`src/rtl/morse_key_classifier.sv`:
```
// rtl/morse_key_classifier.sv - debounced Morse key to dot/dash letter classifier
// Collects up to five symbols per letter and presents them through a valid/ready output register.
module morse_key_classifier #(
  parameter int unsigned DEBOUNCE_CYC = 500_000,
  parameter int unsigned DOT_MAX_CYC  = 12_500_000,
  parameter int unsigned GAP_CYC      = 50_000_000
) (
  input  logic       clk,
  input  logic       reset_n,
  input  logic       key_n,
  input  logic       enable,
  input  logic       ready_in,
  output logic       valid_out,
  output logic [4:0] code_out,
  output logic [2:0] len_out,
  output logic       busy,
  output logic       err_o,
  output logic       drop_o
);

  localparam int            CW       = 26;
  localparam logic [CW-1:0] ONE      = CW'(1);
  localparam logic [CW-1:0] CNT_MAX  = '1;
  localparam logic [CW-1:0] DB_LAST  = CW'(DEBOUNCE_CYC - 1);
  localparam logic [CW-1:0] DOT_MAX  = CW'(DOT_MAX_CYC);
  localparam logic [CW-1:0] GAP_LAST = CW'(GAP_CYC - 1);

  typedef enum logic [1:0] {IDLE, PRESS, GAP} state_t;

  state_t        state;
  state_t        state_next;
  logic          key_meta;
  logic          key_s;
  logic          key_db;
  logic [CW-1:0] db_cnt;
  logic [CW-1:0] press_cnt;
  logic [CW-1:0] gap_cnt;
  logic [4:0]    shift;
  logic [2:0]    count;
  logic [4:0]    len_mask;
  logic          sym_done;
  logic          letter_done;

  assign busy     = (state != IDLE);
  assign len_mask = 5'((6'd1 << count) - 6'd1);

  // The raw key is sampled twice before the debouncer ever sees it.
  always_ff @(posedge clk or negedge reset_n) begin
    if (!reset_n) begin
      key_meta <= 1'b1;
      key_s    <= 1'b1;
      key_db   <= 1'b1;
      db_cnt   <= '0;
    end else begin
      key_meta <= key_n;
      key_s    <= key_meta;
      if (key_s == key_db) begin
        db_cnt <= '0;
      end else if (db_cnt == DB_LAST) begin
        key_db <= key_s;
        db_cnt <= '0;
      end else begin
        db_cnt <= db_cnt + ONE;
      end
    end
  end

  always_ff @(posedge clk or negedge reset_n) begin
    if (!reset_n) begin
      state <= IDLE;
    end else begin
      state <= state_next;
    end
  end

  always_comb begin
    state_next  = state;
    sym_done    = 1'b0;
    letter_done = 1'b0;
    if (!enable) begin
      state_next = IDLE;
    end else begin
      case (state)
        IDLE: begin
          if (!key_db) state_next = PRESS;
        end
        PRESS: begin
          if (key_db) begin
            state_next = GAP;
            sym_done   = 1'b1;
          end
        end
        GAP: begin
          if (!key_db) begin
            state_next = PRESS;
          end else if (gap_cnt == GAP_LAST) begin
            state_next  = IDLE;
            letter_done = 1'b1;
          end
        end
        default: state_next = IDLE;
      endcase
    end
  end

  always_ff @(posedge clk or negedge reset_n) begin
    if (!reset_n) begin
      press_cnt <= '0;
      gap_cnt   <= '0;
      shift     <= '0;
      count     <= '0;
    end else if (!enable) begin
      press_cnt <= '0;
      gap_cnt   <= '0;
      shift     <= '0;
      count     <= '0;
    end else begin
      case (state)
        IDLE: press_cnt <= '0;
        PRESS: begin
          if (sym_done) begin
            shift   <= {shift[3:0], (press_cnt >= DOT_MAX)};
            count   <= (count == 3'd6) ? count : count + 3'd1;
            gap_cnt <= '0;
          end else if (press_cnt != CNT_MAX) begin
            press_cnt <= press_cnt + ONE;
          end
        end
        GAP: begin
          if (!key_db) begin
            press_cnt <= '0;
          end else if (letter_done) begin
            shift   <= '0;
            count   <= '0;
            gap_cnt <= '0;
          end else begin
            gap_cnt <= gap_cnt + ONE;
          end
        end
        default: press_cnt <= '0;
      endcase
    end
  end

  // Count 6 means the letter overflowed; an occupied, stalled output drops the new letter.
  always_ff @(posedge clk or negedge reset_n) begin
    if (!reset_n) begin
      valid_out <= 1'b0;
      code_out  <= '0;
      len_out   <= '0;
      err_o     <= 1'b0;
      drop_o    <= 1'b0;
    end else begin
      err_o  <= 1'b0;
      drop_o <= 1'b0;
      if (valid_out && ready_in) valid_out <= 1'b0;
      if (letter_done) begin
        if (count == 3'd6) begin
          err_o <= 1'b1;
        end else if (!valid_out || ready_in) begin
          valid_out <= 1'b1;
          code_out  <= shift & len_mask;
          len_out   <= count;
        end else begin
          drop_o <= 1'b1;
        end
      end
    end
  end

endmodule

```
`config.mk`:
```
export PLATFORM = sky130hd
export DESIGN_NAME = morse_key_classifier
export DESIGN_NICKNAME = d
export VERILOG_FILES = /design/src/rtl/morse_key_classifier.sv
export SDC_FILE = /design/constraint.sdc
export NUM_CORES = 1
export LEC_CHECK = 0
export BUFFER_PORTS_ARGS = -buffer_cell sky130_fd_sc_hd__clkbuf_2
export CORE_UTILIZATION = 35
export CTS_CLUSTER_SIZE = 20
export DETAILED_ROUTE_END_ITERATION = 7
export GPL_TIMING_DRIVEN = 0
export PLACE_DENSITY = 0.51
export RECOVER_POWER = 25
export SKIP_LAST_GASP = 1
export SYNTH_ARGS = -nofsm -noshare
export SYNTH_HDL_FRONTEND = slang
export SYNTH_SLANG_ARGS = --single-unit
```
`constraint.sdc`:
```
create_clock -name clk -period 3.2 [get_ports clk]
set_input_delay 0 -clock clk [delete_from_list [all_inputs] [get_ports clk]]
set_output_delay 0 -clock clk [all_outputs]
set_load 0.01 [all_outputs]
```
# Word-level counts from Yosys, hierarchy flattened
# Index checks and enable logic that the tools add are counted.
[word_totals]
regBits = 102
inputBits = 5
[classes]
n_addsub = 5
order_cmp = 1
n_eq_ne = 18
shifts = 1
mux = 45
bitwise_logic = 3
n_reduce_logical = 12
[op_table]
columns = ["cell", "n"]
rows = [
  ["26-bit two-way mux", 10],
  ["26-bit case mux with 2 select lines", 2],
  ["26-bit by 1-bit adder with 26-bit output (second input constant)", 3],
  ["3-bit inequality test (second input constant)", 9],
  ["26-bit by 19-bit equality test with 1-bit output (second input constant)", 1],
  ["26-bit equality test (second input constant)", 1],
  ["26-bit by 24-bit greater-or-equal comparator with 1-bit output (second input constant)", 1],
  ["26-bit inequality test (second input constant)", 1],
  ["5-bit two-way mux", 4],
  ["1-bit two-way mux", 16],
  ["3-bit two-way mux", 5],
  ["3-bit AND reduction", 4],
  ["2-bit two-way mux", 5],
  ["5-bit case mux with 2 select lines", 1],
  ["2-bit case mux with 3 select lines", 1],
  ["3-bit case mux with 2 select lines", 1],
  ["5-bit AND", 1],
  ["5-bit AND reduction", 1],
  ["1-bit by 3-bit << shifter with 5-bit output (first input constant)", 1],
  ["5-bit by 1-bit subtractor with 5-bit output (second input constant)", 1],
  ["4-bit inequality test (second input constant)", 1],
  ["4-bit AND reduction", 1],
  ["3-bit by 1-bit adder with 3-bit output (second input constant)", 1],
  ["3-bit equality test (second input constant)", 1],
  ["other kinds (11)", 12],
]

# Longest topological paths before layout
[depth]
word_depth = 9
mapped_depth = 9
mapped_depth_nobuf = 9

# Worst setup path before layout
# Ideal clock, no wire load.
[synth_timing]
kind = "reg-to-reg"
startpoint = "register key_db"
endpoint = "register gap_cnt[0]"
t_arrival_ps = 1806
t_required_ps = 3075
path_slack_ps = 1269
path_stages_with_launch = 7
path_buffers = 1
period_less_slack_ps = 1931
cell_sequence = "dfstp_2 buf_2 inv_1 or4_1 o211ai_2 nor2_1 mux2_2"
[synth_between]
elab_chain_cells = 7
word_cells_on_any_way = 13
classes_between = "2 x eq/ne; 10 x mux; 1 x reduce/logical"
[synth_rtl]
columns = ["element", "line_no", "text"]
rows = [
  ["from (decl)", "34", "logic key_db;"],
  ["from (signal assigned)", "60", "key_db <= key_s;"],
  ["1-bit two-way mux", "94", "if (!key_db) begin"],
  ["1-bit two-way mux", "83", "case (state)"],
  ["1-bit two-way mux", "80", "if (!enable) begin"],
  ["26-bit two-way mux", "132", "end else if (letter_done) begin"],
  ["26-bit two-way mux", "130", "if (!key_db) begin"],
  ["26-bit case mux with 2 select lines", "118", "case (state)"],
  ["26-bit two-way mux", "112", "end else if (!enable) begin"],
  ["to (signal assigned)", "137", "gap_cnt <= gap_cnt + ONE;"],
  ["to (decl)", "37", "logic [CW-1:0] gap_cnt;"],
]
# Parallel ways exist; a longest one is shown, timed or not. The select of a mux whose other input is x is not followed.
# A chain may end at the register's enable or synchronous reset.

# Final worst setup path
[layout_timing]
startpoint = "register db_cnt[12]"
endpoint = "register db_cnt[24]"
[layout_between]
elab_chain_cells = 3
word_cells_on_any_way = 4
classes_between = "1 x add/sub; 1 x eq/ne; 2 x mux"
[layout_rtl]
columns = ["element", "line_no", "text"]
rows = [
  ["from (decl)", "35", "logic [CW-1:0] db_cnt;"],
  ["from (signal assigned)", "63", "db_cnt <= db_cnt + ONE;"],
  ["26-bit by 1-bit adder with 26-bit output / 26-bit by 19-bit equality test with 1-bit output (equally long branches)", "63, 59", ""],
  ["26-bit two-way mux (*)", "59", "end else if (db_cnt == DB_LAST) begin"],
  ["26-bit two-way mux (*)", "57", "if (key_s == key_db) begin"],
]
# Every way passes the cells marked *; elsewhere a longest branch is shown, timed or not.

==> out/results.md <==
| Group | Parameter | This run |
|:---|:---|:---|
| clock network | Total number of H-tree levels | 3 |
| worst setup path | Arrival @ worst endpoint | 2.49 ns |
| synth | Syn_nets | 586 |
| synth | Post-synth cell types | 66 |
| die | Die outline height | 127 µm |
| synth | Synth top area cells | sky130_fd_sc_hd__dfrtp_1 (45%), sky130_fd_sc_hd__xor2_1 (5.9%), sky130_fd_sc_hd__nor2_1 (4.5%), sky130_fd_sc_hd__nand2_1 (4.0%), sky130_fd_sc_hd__nand3_1 (3.0%) |
| synth | Warnings from Yosys | 0 |
| worst setup path | Required time at the worst-slack endpoint | 3.43 ns |
| timing | Hold Worst Slack | 0.124 ns |
| synth | Synth area leader | sky130_fd_sc_hd__dfrtp_1 |
| clock network | Number of buffers on the longest clock path | 2 |
| synth | Netlist area before placement | 0.00550 mm² |
| worst setup path | Startpoint of the worst-slack reg-to-reg timing path | db_cnt[12] |
| route | Wirelength per Cell | 14.8 µm |
| hold path | Worst hold path type | in2reg |
| synth | Commonest register cell after synthesis | sky130_fd_sc_hd__dfrtp_1 |
| timing | Worst setup skew after layout | 0.00739 ns |
| route | Count of routing violations after the opening detailed-route iteration | 225 |
| timing | RSZ-0062 raised after global routing | no |
| clock network | Number of post-CTS setup repair buffers | 0 |
| hold path | Cell depth of the worst hold path | 3 |
| synth | Register area share after synthesis | 46.5% |
| timing | Fmax | 0.442 GHz |
| route | 1st-pass router iterations | 4 |
| timing | Final period util | 70.7% |
| synth | Yosys top cell area share | 45.1% |
| worst setup path | Critical path fanouts, max | 10 |
| die | Starting density of the core | 36.0% |
| timing | Finish-stage setup viols | 0 |
| power and ir drop | Peak VDD IR | 256 µV |
| die | Row count | 45 |
| timing | Tmin final | 2.26 ns |
| finish | Final-layout fill cell count | 1,476 |
| grt | First-pass GRT wire length | 21,200 µm |
| worst setup path | Slack of the worst reg-to-reg path | 0.94 ns |
| worst setup path | Cells traversed along the worst timing path | nor4_1 -> nand4_1 -> nor3_1 -> or2_2 -> clkbuf_1 -> buf_2 -> nor2_1 |
| route | Final routed DRC violation total | 0 |
| timing | Total count of max-transition violations in the final report | 0 |
| synth | Register bit count reported by yosys | 102 |
| finish | Total number of nets in the final design | 616 |
| clock network | Root buffer cell | sky130_fd_sc_hd__clkbuf_16 |
| route | Total wire length after detailed routing | 12,100 µm |
| grt | Total global routing overflow | 0 |
| clock network | Number of sinks on the clock net | 102 |
| worst setup path | Reg2Reg Depth | 7 |
| clock network | Skew-Pair Late Insertion Delay | 0.35 ns |
| hold path | Hold Startpoint | enable |
| grt | Via count of the first global-routing pass | 4,191 |
| grt | Global Route Usage Sum | 16.6% |
| placement | Routability congestion estimate | 0.785 |
| grt | Antenna violations before repair | 0 |
| timing | Actual slew at the worst max-slew pin | 0.823 ns |
| worst setup path | Type of the worst setup path | reg2reg |
| synth | EDFF count, synth | 0 |
| placement | Count of buffers from port buffering | 16 |
| finish | Layout overhead on the synthesized area | 12.8% |
| worst setup path | Worst path slowest cell | sky130_fd_sc_hd__dfrtp_1 |
| clock network | Clock input transition at the sequential cells of the worst setup and hold paths | 0.07 ns |
| die | I/O pin cnt | 17 |
| grt | Pin count of the biggest net entering global routing | 103 |
| hold path | Worst Hold Endpoint | state[1] |
| route | Detailed-route vias per instance | 5.20 |
| power and ir drop | Total power divided by cell area | 422 mW/mm² |
| clock network | CTS tree | built |
| placement | Detail Placement HPWL | 8330 µm |
| die | DIE AREA | 0.0162 mm² |
| run status | Outcome | finished clean |
| synth | Gate count after technology mapping | 571 |
| timing | Number of endpoints with negative hold slack in the final report | 0 |
| synth | Async set-reset flop share out of synthesis | 100% |
| timing | Tightest slew margin relative to the limit | 45.1% |
| timing | Setup total negative slack | 0 ns |
| worst setup path | Kind of start point of the critical path | flop |
| synth | Synthesized area per cell | 9.63 µm² |
| finish | Antenna Cells | 0 |
| clock network | TritonCTS Buffers | 9 |
| worst setup path | RR Endpoint | db_cnt[24] |
| die | Core Area | 0.0153 mm² |
| flow run | Max Cap Violations | 0 |
| route | Routed Antenna Nets | 0 |
| power and ir drop | Leakage power summed over all cells | 2.56 nW |
| die | Die X-Extent | 127 µm |
| route | Vias | 4,247 |
| finish | Ratio of cells with drive above 1 in the final layout | 10.1% |
| worst setup path | Delay of the slowest cell on the worst path | 0.42 ns |
| worst setup path | Worst setup EP type | flop |
## layout make-up
| class | count | area, µm² | area share [%] |
|---|---|---|---|
| clock buffer | 13 | 270 | 4.36 |
| inverter | 12 | 45.0 | 0.726 |
| buffer | 21 | 125 | 2.02 |
| sequential | 102 | 2560 | 41.2 |
| timing repair buffer | 19 | 104 | 1.67 |
| tap | 211 | 264 | 4.26 |
| clock inverter | 3 | 65.1 | 1.05 |
| multi-input combinational | 436 | 2770 | 44.7 |
## registers in the layout (all words and copies together) (netlist names)
register / cells
code_out: 5
count: 3
db_cnt: 26
drop_o: 1
err_o: 1
gap_cnt: 26
key_db: 1
key_meta: 1
key_s: 1
len_out: 3
press_cnt: 26
shift: 5
state: 2
valid_out: 1
## worst max-delay path by stage
stage	startpoint	endpoint	slack, ns	cells after the start
floorplan	key_db	gap_cnt[0]	1.27	6
global placement	reset_n	db_cnt[12]	0.67	1
detailed placement	db_cnt[12]	db_cnt[23]	0.90	7
CTS	db_cnt[12]	db_cnt[24]	0.89	7
global route	db_cnt[12]	db_cnt[22]	0.63	7
finish	db_cnt[12]	db_cnt[24]	0.94	7
## critical path: cells and delay by family, from the launching register on
| kind | cells | cell delay [ns] |
|---|---|---|
| DFF | 1 | 0.42 |
| buffers and inverters | 2 | 0.53 |
| and+or+nand+nor | 5 | 1.19 |
## where the power goes
part           leakage [nW]  internal (mW)  switching (mW)  total, mW
combinational         0.980         0.0251          0.0684     0.0935
clock                 0.166          0.749           0.476       1.22
sequential             1.41           1.30         0.00562       1.30
## layer usage
metal / share of wire (%) / track usage, % / wire length (µm)
met3: 2.7 / 3.60 / 327
met4: 1.4 / 5.88 / 175
met5: 0 / 0 / 0
met2: 46 / 25.8 / 5590
met1: 50 / 22.8 / 6040
## stage by stage
stage | cell area (µm²) | util [%] | setup slack [ns] | total power, mW | cells
after global routing | 6200 | 40.6 | 0.629 | 2.72 | 817
after floorplan | 5500 | - | 1.27 | 1.37 | 571
after detailed placement | 5850 | 38.4 | 0.904 | 1.42 | 798
after CTS | 6220 | 40.7 | 0.887 | 2.66 | 817
after global placement | 5840 | 38.3 | 0.667 | 1.42 | 798
final | 6200 | 40.6 | 0.937 | 2.62 | 817
## repair_timing
item                      CTS  global route
gates resized for setup     0             0
hold endpoints to repair  101             0
hold buffers                3             0
## cell families (layout without fill, tap and decap cells)
family          after synthesis  after routing  share of synthesized area (%)
flops                       102            102                           46.5
mux                           1              1                          0.205
buf+inv                      33             68                           3.09
fa+ha+maj                    10             10                           2.28
xor+xnor                     52             52                           8.62
compound gates               98             98                           12.4
simple gates                275            275                           26.9
## placed cells by master (no fill, tap or decap), types with 14 or more instances in the layout
cell type,n
sky130_fd_sc_hd__and3_1,15
sky130_fd_sc_hd__clkbuf_1,18
sky130_fd_sc_hd__dfrtp_1,99
sky130_fd_sc_hd__nand2_1,59
sky130_fd_sc_hd__nand3_1,33
sky130_fd_sc_hd__nand4_1,26
sky130_fd_sc_hd__nor2_1,66
sky130_fd_sc_hd__o21ai_0,24
sky130_fd_sc_hd__xnor2_1,14
sky130_fd_sc_hd__xor2_1,37
## synth_stat cells (4+ instances only)
cell type / instances
sky130_fd_sc_hd__or3_1: 7
sky130_fd_sc_hd__nand3_1: 33
sky130_fd_sc_hd__o21ai_0: 24
sky130_fd_sc_hd__nor2_1: 66
sky130_fd_sc_hd__and3_1: 15
sky130_fd_sc_hd__ha_1: 10
sky130_fd_sc_hd__o21ai_1: 8
sky130_fd_sc_hd__nor3_1: 10
sky130_fd_sc_hd__dfrtp_1: 99
sky130_fd_sc_hd__and2_1: 4
sky130_fd_sc_hd__o31ai_1: 9
sky130_fd_sc_hd__xnor2_1: 14
sky130_fd_sc_hd__a31oi_1: 4
sky130_fd_sc_hd__buf_2: 10
sky130_fd_sc_hd__xor2_1: 37
sky130_fd_sc_hd__nor2b_1: 5
sky130_fd_sc_hd__nor4_1: 4
sky130_fd_sc_hd__nand2_1: 59
sky130_fd_sc_hd__nand2b_1: 11
sky130_fd_sc_hd__clkbuf_1: 5
sky130_fd_sc_hd__inv_1: 12
sky130_fd_sc_hd__and4_1: 9
sky130_fd_sc_hd__a21oi_1: 13
sky130_fd_sc_hd__nand4_1: 26
sky130_fd_sc_hd__or4_1: 5
Power figures use the tool's default switching activity.
